==> src/rtl/pipeline_pkg.sv <==
// Shared pipeline types for the MEM stage: FSM state, datapath widths and the
// control bits that travel on into the MEM/WB register.
package pipeline_pkg;

    localparam int XLEN       = 32;
    localparam int REG_ADDR_W = 5;

    typedef enum logic {
        IDLE   = 1'b0,
        ACCESS = 1'b1
    } state_e;

    typedef struct packed {
        logic RegWrite;
        logic MemToReg;
    } memwb_ctrl_t;

endpackage

==> src/rtl/mem_timeout_counter.sv <==
// Counts cycles spent waiting on the data memory; expired_o flags the last
// permitted ACCESS cycle so the stage can abort instead of stalling forever.
module mem_timeout_counter #(
    parameter int TIMEOUT = 16
) (
    input  logic clk_i,
    input  logic rst_n_i,
    input  logic clear_i,
    input  logic enable_i,
    output logic expired_o
);

    localparam int CNT_W = $clog2(TIMEOUT);

    logic [CNT_W-1:0] count_q;
    logic [CNT_W-1:0] count_d;

    assign expired_o = (count_q == CNT_W'(TIMEOUT - 1));

    // Saturate at the expiry value so the count never wraps past the abort point.
    always_comb begin
        count_d = count_q;
        if (clear_i) begin
            count_d = '0;
        end else if (enable_i && !expired_o) begin
            count_d = count_q + 1'b1;
        end
    end

    always_ff @(posedge clk_i or negedge rst_n_i) begin
        if (!rst_n_i) begin
            count_q <= '0;
        end else begin
            count_q <= count_d;
        end
    end

endmodule

==> src/rtl/mem_access_stage.sv <==
// MEM pipeline stage: issues data-memory requests over req/ack, stalls upstream
// while the access is outstanding and loads the MEM/WB register.
module mem_access_stage
    import pipeline_pkg::*;
#(
    parameter int TIMEOUT = 16
) (
    input  logic                  clk_i,
    input  logic                  rst_n_i,
    input  logic                  valid_i,
    input  logic [XLEN-1:0]       ALUResult_i,
    input  logic [XLEN-1:0]       WriteData_i,
    input  logic [REG_ADDR_W-1:0] RdAddr_i,
    input  logic                  RegWrite_i,
    input  logic                  MemToReg_i,
    input  logic                  MemWrite_i,
    output logic                  stall_o,
    output logic                  dmem_req_o,
    output logic                  dmem_we_o,
    output logic [XLEN-1:0]       dmem_addr_o,
    output logic [XLEN-1:0]       dmem_wdata_o,
    input  logic                  dmem_ack_i,
    input  logic [XLEN-1:0]       dmem_rdata_i,
    output logic                  valid_o,
    output logic                  RegWrite_o,
    output logic                  MemToReg_o,
    output logic [XLEN-1:0]       ReadData_o,
    output logic [XLEN-1:0]       ALUResult_o,
    output logic [REG_ADDR_W-1:0] RdAddr_o,
    output logic                  err_o
);

    state_e                  state_q, state_d;
    logic [XLEN-1:0]         addr_q, addr_d;
    logic [XLEN-1:0]         wdata_q, wdata_d;
    logic                    we_q, we_d;
    memwb_ctrl_t             capCtrl_q, capCtrl_d;
    logic [REG_ADDR_W-1:0]   capRd_q, capRd_d;

    logic                    valid_q, valid_d;
    memwb_ctrl_t             wbCtrl_q, wbCtrl_d;
    logic [XLEN-1:0]         rdata_q, rdata_d;
    logic [XLEN-1:0]         aluOut_q, aluOut_d;
    logic [REG_ADDR_W-1:0]   rdOut_q, rdOut_d;
    logic                    err_q, err_d;

    logic memop;
    logic stall;
    logic cntClear;
    logic cntEnable;
    logic expired;

    assign memop = valid_i & (MemToReg_i | MemWrite_i);

    mem_timeout_counter #(
        .TIMEOUT(TIMEOUT)
    ) u_timeout (
        .clk_i    (clk_i),
        .rst_n_i  (rst_n_i),
        .clear_i  (cntClear),
        .enable_i (cntEnable),
        .expired_o(expired)
    );

    // MEM/WB defaults to a bubble; only a pass-through or a completed access overrides it.
    always_comb begin
        state_d   = state_q;
        addr_d    = addr_q;
        wdata_d   = wdata_q;
        we_d      = we_q;
        capCtrl_d = capCtrl_q;
        capRd_d   = capRd_q;
        valid_d   = 1'b0;
        wbCtrl_d  = '0;
        rdata_d   = '0;
        aluOut_d  = '0;
        rdOut_d   = '0;
        err_d     = err_q;
        stall     = 1'b0;
        cntClear  = 1'b0;
        cntEnable = 1'b0;

        case (state_q)
            IDLE: begin
                if (memop) begin
                    if (ALUResult_i[1:0] == 2'b00) begin
                        stall              = 1'b1;
                        cntClear           = 1'b1;
                        addr_d             = ALUResult_i;
                        wdata_d            = WriteData_i;
                        we_d               = MemWrite_i;
                        capCtrl_d.RegWrite = RegWrite_i;
                        capCtrl_d.MemToReg = MemToReg_i;
                        capRd_d            = RdAddr_i;
                        state_d            = ACCESS;
                    end else begin
                        err_d = 1'b1;
                    end
                end else begin
                    valid_d           = valid_i;
                    wbCtrl_d.RegWrite = RegWrite_i & valid_i;
                    wbCtrl_d.MemToReg = MemToReg_i & valid_i;
                    aluOut_d          = ALUResult_i;
                    rdOut_d           = RdAddr_i;
                end
            end
            ACCESS: begin
                if (dmem_ack_i) begin
                    valid_d  = 1'b1;
                    wbCtrl_d = capCtrl_q;
                    rdata_d  = capCtrl_q.MemToReg ? dmem_rdata_i : '0;
                    aluOut_d = addr_q;
                    rdOut_d  = capRd_q;
                    state_d  = IDLE;
                end else if (expired) begin
                    err_d   = 1'b1;
                    state_d = IDLE;
                end else begin
                    stall     = 1'b1;
                    cntEnable = 1'b1;
                end
            end
            default: state_d = IDLE;
        endcase
    end

    always_ff @(posedge clk_i or negedge rst_n_i) begin
        if (!rst_n_i) begin
            state_q   <= IDLE;
            addr_q    <= '0;
            wdata_q   <= '0;
            we_q      <= 1'b0;
            capCtrl_q <= '0;
            capRd_q   <= '0;
            valid_q   <= 1'b0;
            wbCtrl_q  <= '0;
            rdata_q   <= '0;
            aluOut_q  <= '0;
            rdOut_q   <= '0;
            err_q     <= 1'b0;
        end else begin
            state_q   <= state_d;
            addr_q    <= addr_d;
            wdata_q   <= wdata_d;
            we_q      <= we_d;
            capCtrl_q <= capCtrl_d;
            capRd_q   <= capRd_d;
            valid_q   <= valid_d;
            wbCtrl_q  <= wbCtrl_d;
            rdata_q   <= rdata_d;
            aluOut_q  <= aluOut_d;
            rdOut_q   <= rdOut_d;
            err_q     <= err_d;
        end
    end

    // Stall is combinational, so gate it with reset to release upstream immediately.
    assign stall_o      = rst_n_i & stall;
    assign dmem_req_o   = (state_q == ACCESS);
    assign dmem_we_o    = we_q;
    assign dmem_addr_o  = addr_q;
    assign dmem_wdata_o = wdata_q;
    assign valid_o      = valid_q;
    assign RegWrite_o   = wbCtrl_q.RegWrite;
    assign MemToReg_o   = wbCtrl_q.MemToReg;
    assign ReadData_o   = rdata_q;
    assign ALUResult_o  = aluOut_q;
    assign RdAddr_o     = rdOut_q;
    assign err_o        = err_q;

endmodule

==> config.mk <==
export PLATFORM = sky130hd
export DESIGN_NAME = mem_access_stage
export DESIGN_NICKNAME = d
export VERILOG_FILES = /design/src/rtl/pipeline_pkg.sv /design/src/rtl/mem_timeout_counter.sv /design/src/rtl/mem_access_stage.sv
export SDC_FILE = /design/constraint.sdc
export NUM_CORES = 1
export LEC_CHECK = 0
export CAP_MARGIN = 30
export CELL_PAD_IN_SITES_DETAIL_PLACEMENT = 2
export CELL_PAD_IN_SITES_GLOBAL_PLACEMENT = 2
export CORE_MARGIN = 1.5
export CORE_UTILIZATION = 27
export CTS_BUF_LIST = sky130_fd_sc_hd__clkbuf_4
export CTS_CLUSTER_DIAMETER = 150
export DETAILED_ROUTE_END_ITERATION = 7
export PLACE_DENSITY_LB_ADDON = 0.1
export RECOVER_POWER = 50
export SYNTH_ARGS = -nofsm -noshare
export SYNTH_HDL_FRONTEND = slang
export SYNTH_SLANG_ARGS = --single-unit
==> constraint.sdc <==
create_clock -name clk_i -period 1.85 [get_ports clk_i]
set_input_delay 0.37 -clock clk_i [delete_from_list [all_inputs] [get_ports clk_i]]
set_output_delay 0.37 -clock clk_i [all_outputs]
set_load 0.03 [all_outputs]
; ---- Word level (Yosys, flattened, before mapping)
; Index checks and enable logic that the tools add are counted.
[word_totals]
register_bits = 150
input_bits = 108
out_inout_bits = 140
wordCells = 62
[op_classes]
addsub = 1
n_eq_ne = 5
n_mux = 29
bitwise_logic = 6
n_reduce_logical = 6
[op_table]
columns = operator, count
row1 = $mux W32, 5
row2 = $pmux W32 S2, 1
row3 = $mux W1, 12
row4 = $mux W5, 2
row5 = $pmux W5 S2, 1
row6 = $mux W4, 2
row7 = $ne A2 B2 Y1 const B, 3
row8 = $pmux W1 S2, 3
row9 = $add A4 B1 Y4 const B, 1
row10 = $and A1 B1 Y1, 4
row11 = $eq A4 B4 Y1 const B, 1
row12 = $mux W2, 2
row13 = $pmux W2 S2, 1
row14 = $reduce_and A4 Y1, 1
row15 = $reduce_and A3 Y1, 1
row16 = $logic_not A2 Y1, 1
row17 = $ne A2 B1 Y1 const B, 1
row18 = $reduce_bool A2 Y1, 1
row19 = $logic_and A1 B1 Y1, 1
row20 = $logic_not A1 Y1, 1
row21 = $not A1 Y1, 1
row22 = $or A1 B1 Y1, 1

; ---- Longest topological paths before layout
; Gate-level depths: netlist of run 1.
[logic_depth]
depth_word = 7
mapped_depth = 5
depth_no_buf = 4

; ---- Cells and area by module
; A second synthesis of run 1 with hierarchy kept.
[hier_totals]
hier_cells = 344
hier_area_um2 = 5491.5
[by_module_without_submodules]
columns = mod, n_inst, cells_each, area_per_inst_um2, seq_area_each_um2
row1 = mem_access_stage, 1, 324, 5262.5, 3653.5
row2 = mem_timeout_counter, 1, 20, 229.0, 100.1

; ---- Least setup slack after synthesis of run 1
; No wires, ideal clock.
[synth_timing]
path_kind = flip-flop to output port
start = register state_q, in the netlist dmem_req_o
end = output port stall_o
t_arrival_ns = 1.603
t_required_ns = 1.480
slack_ns = -0.123
path_stages_with_launch = 4
path_buffers = 0
cell_sequence = dfrtp_1 -> or4b_4 -> o22ai_2 -> and2_1
[synth_between]
elab_chain_cells = 3
[synth_rtl]
columns = element, line
row1 = "start, declared", mem_access_stage.sv:33  ; state_e state_q, state_d;
row2 = "start signal, assigned", mem_access_stage.sv:142  ; state_q <= state_d;
row3 = $not A1 Y1 (no line), --
row4 = $pmux W1 S2 *, mem_access_stage.sv:83  ; case (state_q)
row5 = net stall, mem_access_stage.sv:48  ; logic stall;
row6 = $and A1 B1 Y1 *, mem_access_stage.sv:158  ; assign stall_o = rst_n_i & stall;
row7 = "end, declared", mem_access_stage.sv:17  ; output logic stall_o,
; Mark *: on every way through the listed nets, which the timed path passes. The rest lies on a longest branch.

; ---- Final worst setup path of run 1
; Same ends and word-level chain as after synthesis.

==> results.sh, run 1 <==
export IMPL_outcome="finished, violations left"
export IMPL_failed_checks="setup timing"
export IMPL_netlist_area_leader_share_pct=69.6
export IMPL_slew_headroom_pct=10.5
export IMPL_timing_final_crit_period_ns=2.22
export IMPL_cap_violations=0
export IMPL_die_area_um2=20800
export IMPL_io_buffers=247
export IMPL_netlist_top_cells_count="dfrtp_1, mux2_2, a22o_1, and2_1, mux2_1"
export IMPL_rows=51
export IMPL_drt_iter0_drc=56
export IMPL_m1WireLength_um=6340
export IMPL_fp_dieW_um=144
export IMPL_worstHoldPathCells=2
export IMPL_fill_cells=1987
export IMPL_drv_slew=0
export IMPL_fp_coreArea_um2=19500
export IMPL_path_max_fanout=2
export IMPL_cellLeakagePower_nw=4.16
export IMPL_fin_setup_tns_ns=-0.369
export IMPL_gp_congestion=0.782
export IMPL_drive_gt1_share_pct=19.9
export IMPL_synth_main_ff_cell="dfrtp_1"
export IMPL_ios=248
export IMPL_syn2layout_area_growth_pct=57.2
export IMPL_nets=724
export IMPL_reg2reg_depth=5
export IMPL_numCtsBuffers=17
export IMPL_arrival_ns=1.85
export IMPL_dpl_hpwl_um=11900
export IMPL_yosysMostFrequentCell="dfrtp_1"
export IMPL_crit_required_ns=1.48
export IMPL_tightestPinTransition_ns=1.34
export IMPL_met3_wirelength_um=1690
export IMPL_gr_total_overflow=0
export IMPL_final_util_pct=43.4
export IMPL_yosys_area_top_type="dfrtp_1"
export IMPL_ir_worst_vdd_mv=0.363
export IMPL_top_layer="met4"
export IMPL_seqCellArea_um2=3750
export IMPL_finalWirelength_um=16300
export IMPL_yosys_warnings=0
export IMPL_cts_root_buf="clkbuf_4"
export IMPL_setup_violations=1
export IMPL_fmax_ghz=0.451
export IMPL_grt_antenna_before_repair=2
export IMPL_vias_per_cell=4.40
export IMPL_fin_hold_ws_ns=0.378
export IMPL_ys_ff_latch=150
export IMPL_finalHoldViolations=0
export IMPL_synth_edff_count=0
export IMPL_die_y_um=144
export IMPL_grtUsageTotal_pct=16.2
export IMPL_min_path_type="primary input to flip-flop"
export IMPL_grt_pass1_wl_um=25000
export IMPL_grt_max_degree=100
export IMPL_grt_pass1_vias=4527
export IMPL_initial_core_util_pct=27.6
export IMPL_routedWlPerCell_um=18.2
export IMPL_dr_pass1_iters=4
export IMPL_netlist_cell_type_count=29
export IMPL_startpoint_type="flip-flop"
export IMPL_clk_path_buf_depth=2
export IMPL_syn_area_um2=5390
export IMPL_route_detailed_drc=0
export IMPL_path_clk_slew_ns=0.13
export IMPL_crit_path_end_kind="output port"
export IMPL_multiInputGateArea_um2=1580
export IMPL_rsz0062_at_grt="yes"
export IMPL_setup_ws_ns=-0.369
export IMPL_fin_crit_sh_pct=120
export IMPL_ant_nets=0
export IMPL_cts_tree="yes"
export IMPL_synth_seq_area_share_pct=69.6
export IMPL_clock_skew_ns=0.0186
export IMPL_worstSkewPairLatency_ns=0.53
export IMPL_synthTopCellsByArea="dfrtp_1, mux2_2, a22o_1"
export IMPL_dp_cells=857
export IMPL_pwr_density_cell_nw_per_um2=1010
export IMPL_clock_sinks=150
export IMPL_synth_area_per_cell_um2=15.8
export IMPL_crit_type="flip-flop to output port"
export IMPL_ys_async_sr_fraction_pct=100
export IMPL_syn_nets=450
export IMPL_vias=3934
export IMPL_htree_num_levels=4
export IMPL_dr_wl_met2_um=8010
export IMPL_syn_inst=341
export IMPL_final_cells=894
==> power by group <==
group | switching (W) | internal [W] | leakage [nW]
logic | 0.00150 | 0.00103 | 2.13
registers | 0.000255 | 0.00376 | 1.89
clock network | 0.00118 | 0.000801 | 0.140
total | 0.00293 | 0.00560 | 4.16
==> sequential cells by signal, indices dropped and copies added (netlist names), 2 cells and up <==
register / cells
u_timeout.count_q: 4
dmem_addr_o: 32
ReadData_o: 32
capCtrl_q: 2
ALUResult_o: 32
RdAddr_o: 5
capRd_q: 5
dmem_wdata_o: 32
==> path summary, 6_finish.rpt <==
path / from / endpoint / slack, ns
setup / recovery: dmem_req_o / stall_o / -0.37
hold / removal: dmem_rdata_i[13] / ReadData_o[13] / 0.38
setup reg to reg: dmem_req_o / capRd_q[1] / 0.27
hold reg to reg: capRd_q[3] / RdAddr_o[3] / 0.50
max in group asynchronous: rst_n_i / dmem_req_o / 0.10
min in group asynchronous: rst_n_i / dmem_addr_o[24] / 0.84
==> logic make-up (layout without fill, tap and decap cells) <==
| group | count (synthesis) | in the layout | share of synthesized area (%) |
|---|---|---|---|
| simple gates | 52 | 52 | 6.03 |
| fa+ha+maj | 1 | 1 | 0.232 |
| other cells | 0 | 2 | 0 |
| mux | 73 | 73 | 15.2 |
| buf+inv | 19 | 305 | 1.72 |
| flops | 150 | 150 | 69.6 |
| compound gates | 46 | 46 | 7.24 |
==> worst max-delay path, stage by stage (launching register included) <==
cell,delay (ns)
dfrtp_2,0.42
or4b_4,0.50
o22ai_4,0.12
and2_4,0.16
buf_6,0.12
==> cells in the final DEF, fill, tap and decap left out, types with 2 or more instances in the layout <==
cell | netlist | layout
nand3_1 | 4 | 4
and2_1 | 36 | 19
buf_12 | 0 | 4
dfrtp_1 | 150 | 149
mux2_2 | 58 | 58
clkbuf_2 | 0 | 4
dlygate4sd2_1 | 0 | 137
clkinvlp_4 | 0 | 4
o21ai_0 | 3 | 3
bufinv_16 | 0 | 2
clkdlybuf4s50_1 | 0 | 105
clkbuf_4 | 0 | 19
nor2_1 | 2 | 2
dlygate4sd3_1 | 0 | 2
and2_0 | 0 | 16
mux2i_1 | 3 | 3
buf_4 | 2 | 17
a22o_1 | 37 | 37
mux2_1 | 12 | 12
diode_2 | 0 | 2
clkinv_2 | 0 | 5
==> layer usage <==
layer	vias to the layer above	global-route usage, %
met5	-	0
met4	0	5.69
met3	13	7.81
met2	167	26.9
met1	2000	18.2
li1	1754	-
==> through the flow <==
stage / worst slack, ns / cell area [um2] / total power (W)
after floorplan: 0.0103 / 5400 / 0.00548
after global placement: -0.306 / 8390 / 0.00689
after detailed placement: -0.323 / 8390 / 0.00700
after CTS: -0.441 / 8530 / 0.00873
after global routing: -0.493 / 8480 / 0.00901
final: -0.369 / 8480 / 0.00853
==> cell type report <==
| cell class | instances | area share [%] |
|---|---|---|
| well taps | 265 | 3.91 |
| diodes | 2 | 0.0590 |
| multi-input cells | 172 | 18.6 |
| clock inverters | 13 | 1.56 |
| clock buffers | 18 | 1.59 |
| inverters | 1 | 0.0443 |
| repair buffers | 273 | 29.9 |
| flip-flops and latches | 150 | 44.3 |
==> timing repair <==
item | CTS | global route
hold endpoints to repair | 150 | 0
cloned | 0 | 0
hold buffers | 1 | 0
setup buffers | 3 | 0
endpoints found under the setup margin | 140 | 2
resized for setup | 146 | 2
pin swaps | 3 | 1
(Power assumes the default switching activity.)
==> run 2, diff against run 1 <==
CAP_MARGIN = 0   (was 30)
CORE_UTILIZATION = 30   (was 27)
clock period = 2.8 ns   (was 1.85 ns; I/O delays follow)
==> run 2 against run 1 <==
The run ends with capacitance limit, slew limit left; setup slack improved by 0.46 ns; combinational power fell by 28%; largest power group unchanged; wire length decreased by 4.5%.
==> results.sh, run 2 (synthesis gave the netlist of run 1 again) <==
export IMPL_fp_coreArea_um2=17400
export IMPL_crit_type="primary input to output port"
export IMPL_mostFrequentLayoutCells="clkdlybuf4s50_1, dfrtp_1, mux2_2"
export IMPL_grt_antenna_before_repair=1
export IMPL_cellLeakagePower_nw=3.66
export IMPL_path_clk_slew_ns=0.12
export IMPL_ios=248
export IMPL_setup_ws_ns=0.0944
export IMPL_numCtsBuffers=17
export IMPL_startpoint_type="primary input"
export IMPL_vias_per_cell=4.56
export IMPL_p_clk_share_pct=23.4
export IMPL_gp_congestion=0.721
export IMPL_route_detailed_drc=0
export IMPL_grt_max_degree=151
export IMPL_cts_root_buf="clkbuf_4"
export IMPL_fmax_ghz=0.370
export IMPL_cell_internal_pwr_w=0.00397
export IMPL_min_path_type="flip-flop to flip-flop"
export IMPL_fin_setup_tns_ns=0
export IMPL_setup_violations=0
export IMPL_rows=48
export IMPL_tightestPinTransition_ns=2.06
export IMPL_top_layer="met4"
export IMPL_crit_required_ns=2.24
export IMPL_clk_path_buf_depth=2
export IMPL_sw_frac_of_total_pct=32.3
export IMPL_gr_total_overflow=0
export IMPL_drt_iter0_drc=118
export IMPL_slew_headroom_pct=-37.2
export IMPL_power_share_sequential_pct=45.6
export IMPL_dpl_hpwl_um=11400
export IMPL_htree_num_levels=4
export IMPL_p_comb_share_pct=31.0
export IMPL_clock_skew_ns=0.0177
export IMPL_ant_nets=0
export IMPL_crit_path_end_kind="output port"
export IMPL_fp_dieW_um=137
export IMPL_finalHoldViolations=0
export IMPL_grt_pass1_vias=4289
export IMPL_finalWirelength_um=15600
export IMPL_dr_pass1_iters=4
export IMPL_final_util_pct=48.2
export IMPL_fin_hold_ws_ns=0.506
export IMPL_timing_final_crit_period_ns=2.71
export IMPL_drive_gt1_share_pct=16.3
export IMPL_failed_checks="capacitance limit, slew limit"
export IMPL_m1WireLength_um=5620
export IMPL_met3_wirelength_um=1510
export IMPL_final_common_cell="clkdlybuf4s50_1"
export IMPL_syn2layout_area_growth_pct=55.8
export IMPL_final_cells=835
export IMPL_fin_crit_sh_pct=96.6
export IMPL_pwr_density_cell_nw_per_um2=698
export IMPL_routedWlPerCell_um=18.6
export IMPL_cap_violations=1
export IMPL_grtUsageTotal_pct=17.1
export IMPL_clock_sinks=150
export IMPL_dr_wl_met2_um=8160
export IMPL_initial_core_util_pct=31.0
export IMPL_p_sw_w=0.00189
export IMPL_worstSkewPairLatency_ns=0.53
export IMPL_arrival_ns=2.15
export IMPL_grt_pass1_wl_um=23700
export IMPL_die_y_um=137
export IMPL_rsz0062_at_grt="no"
export IMPL_cts_tree="yes"
export IMPL_drv_slew=151
export IMPL_die_area_um2=18800
export IMPL_ir_worst_vdd_mv=0.366
export IMPL_io_buffers=247
export IMPL_nets=706
export IMPL_path_max_fanout=4
export IMPL_outcome="finished, violations left"
export IMPL_dp_cells=802
export IMPL_place_ws_ns=0.0691
export IMPL_vias=3807
[run 2: cell count changes in the layout (fill, tap and decap cells not counted), sizes merged]
| cell | before | now |
|---|---|---|
| bufinv | 2 | 3 |
| inv | 2 | 1 |
| clkinvlp | 4 | 2 |
| clkdlybuf4s15 | 1 | 0 |
| dlygate4sd2 | 137 | 0 |
| dlygate4sd3 | 2 | 0 |
| diode | 2 | 1 |
| buf | 23 | 3 |
| clkbuf | 23 | 27 |
| clkdlybuf4s50 | 105 | 245 |
[run 2: layer usage]
layer | track usage [%] | vias up
met5 | 0 | -
met2 | 30.2 | 151
met3 | 7.19 | 16
li1 | - | 1710
met1 | 18.1 | 1930
met4 | 6.55 | 0
[run 2: per-stage QoR]
stage                     power, W  cell area [um2]
after detailed placement   0.00458             8170
after floorplan            0.00362             5390
after global routing       0.00616             8400
after CTS                  0.00598             8460
after global placement     0.00451             8170
final                      0.00587             8400
[run 2: path summary, 6_finish.rpt]
kind                             startpoint          endpoint  slack [ns]  cells past startpoint
setup / recovery                    valid_i           stall_o        0.09                      5
hold / removal             dmem_wdata_o[31]  dmem_wdata_o[31]        0.51                      1
setup reg to reg                 dmem_req_o    ALUResult_o[6]        0.37                      4
hold reg to reg            dmem_wdata_o[31]  dmem_wdata_o[31]        0.51                      1
max in group asynchronous           rst_n_i        dmem_req_o        0.69                      2
min in group asynchronous           rst_n_i   ALUResult_o[29]        0.81                      2
[run 2: what timing repair did]
action                     4_1_cts  5_1_grt
setup endpoints to repair        1        1
hold buffers                     0        0
resized for setup                2        0
setup buffers                    0        1
pin swaps                        0        0
[run 2: final cells by class]
cell class	instances	area, um2
Fill cell	1675	9010
Sequential cell	150	3750
Timing Repair Buffer	255	2500
Multi-Input combinational cell	172	1570
Tap cell	225	282
Clock buffer	20	150
Clock inverter	11	134
Inverter	1	3.75
Antenna cell	1	2.50
[run 2: critical path: stages]
cell	delay, ns
clkdlybuf4s50_1	0.53
or4b_4	0.53
o22ai_4	0.20
and2_1	0.16
buf_4	0.16
[run 2: power by group through the flow]
stage	Clock (W)	Combinational, W	Sequential, W
after floorplan	0	0.000339	0.00328
after global placement	0	0.00182	0.00270
after detailed placement	0	0.00185	0.00273
after CTS	0.00144	0.00186	0.00268
after global routing	0.00151	0.00193	0.00272
final	0.00137	0.00182	0.00268
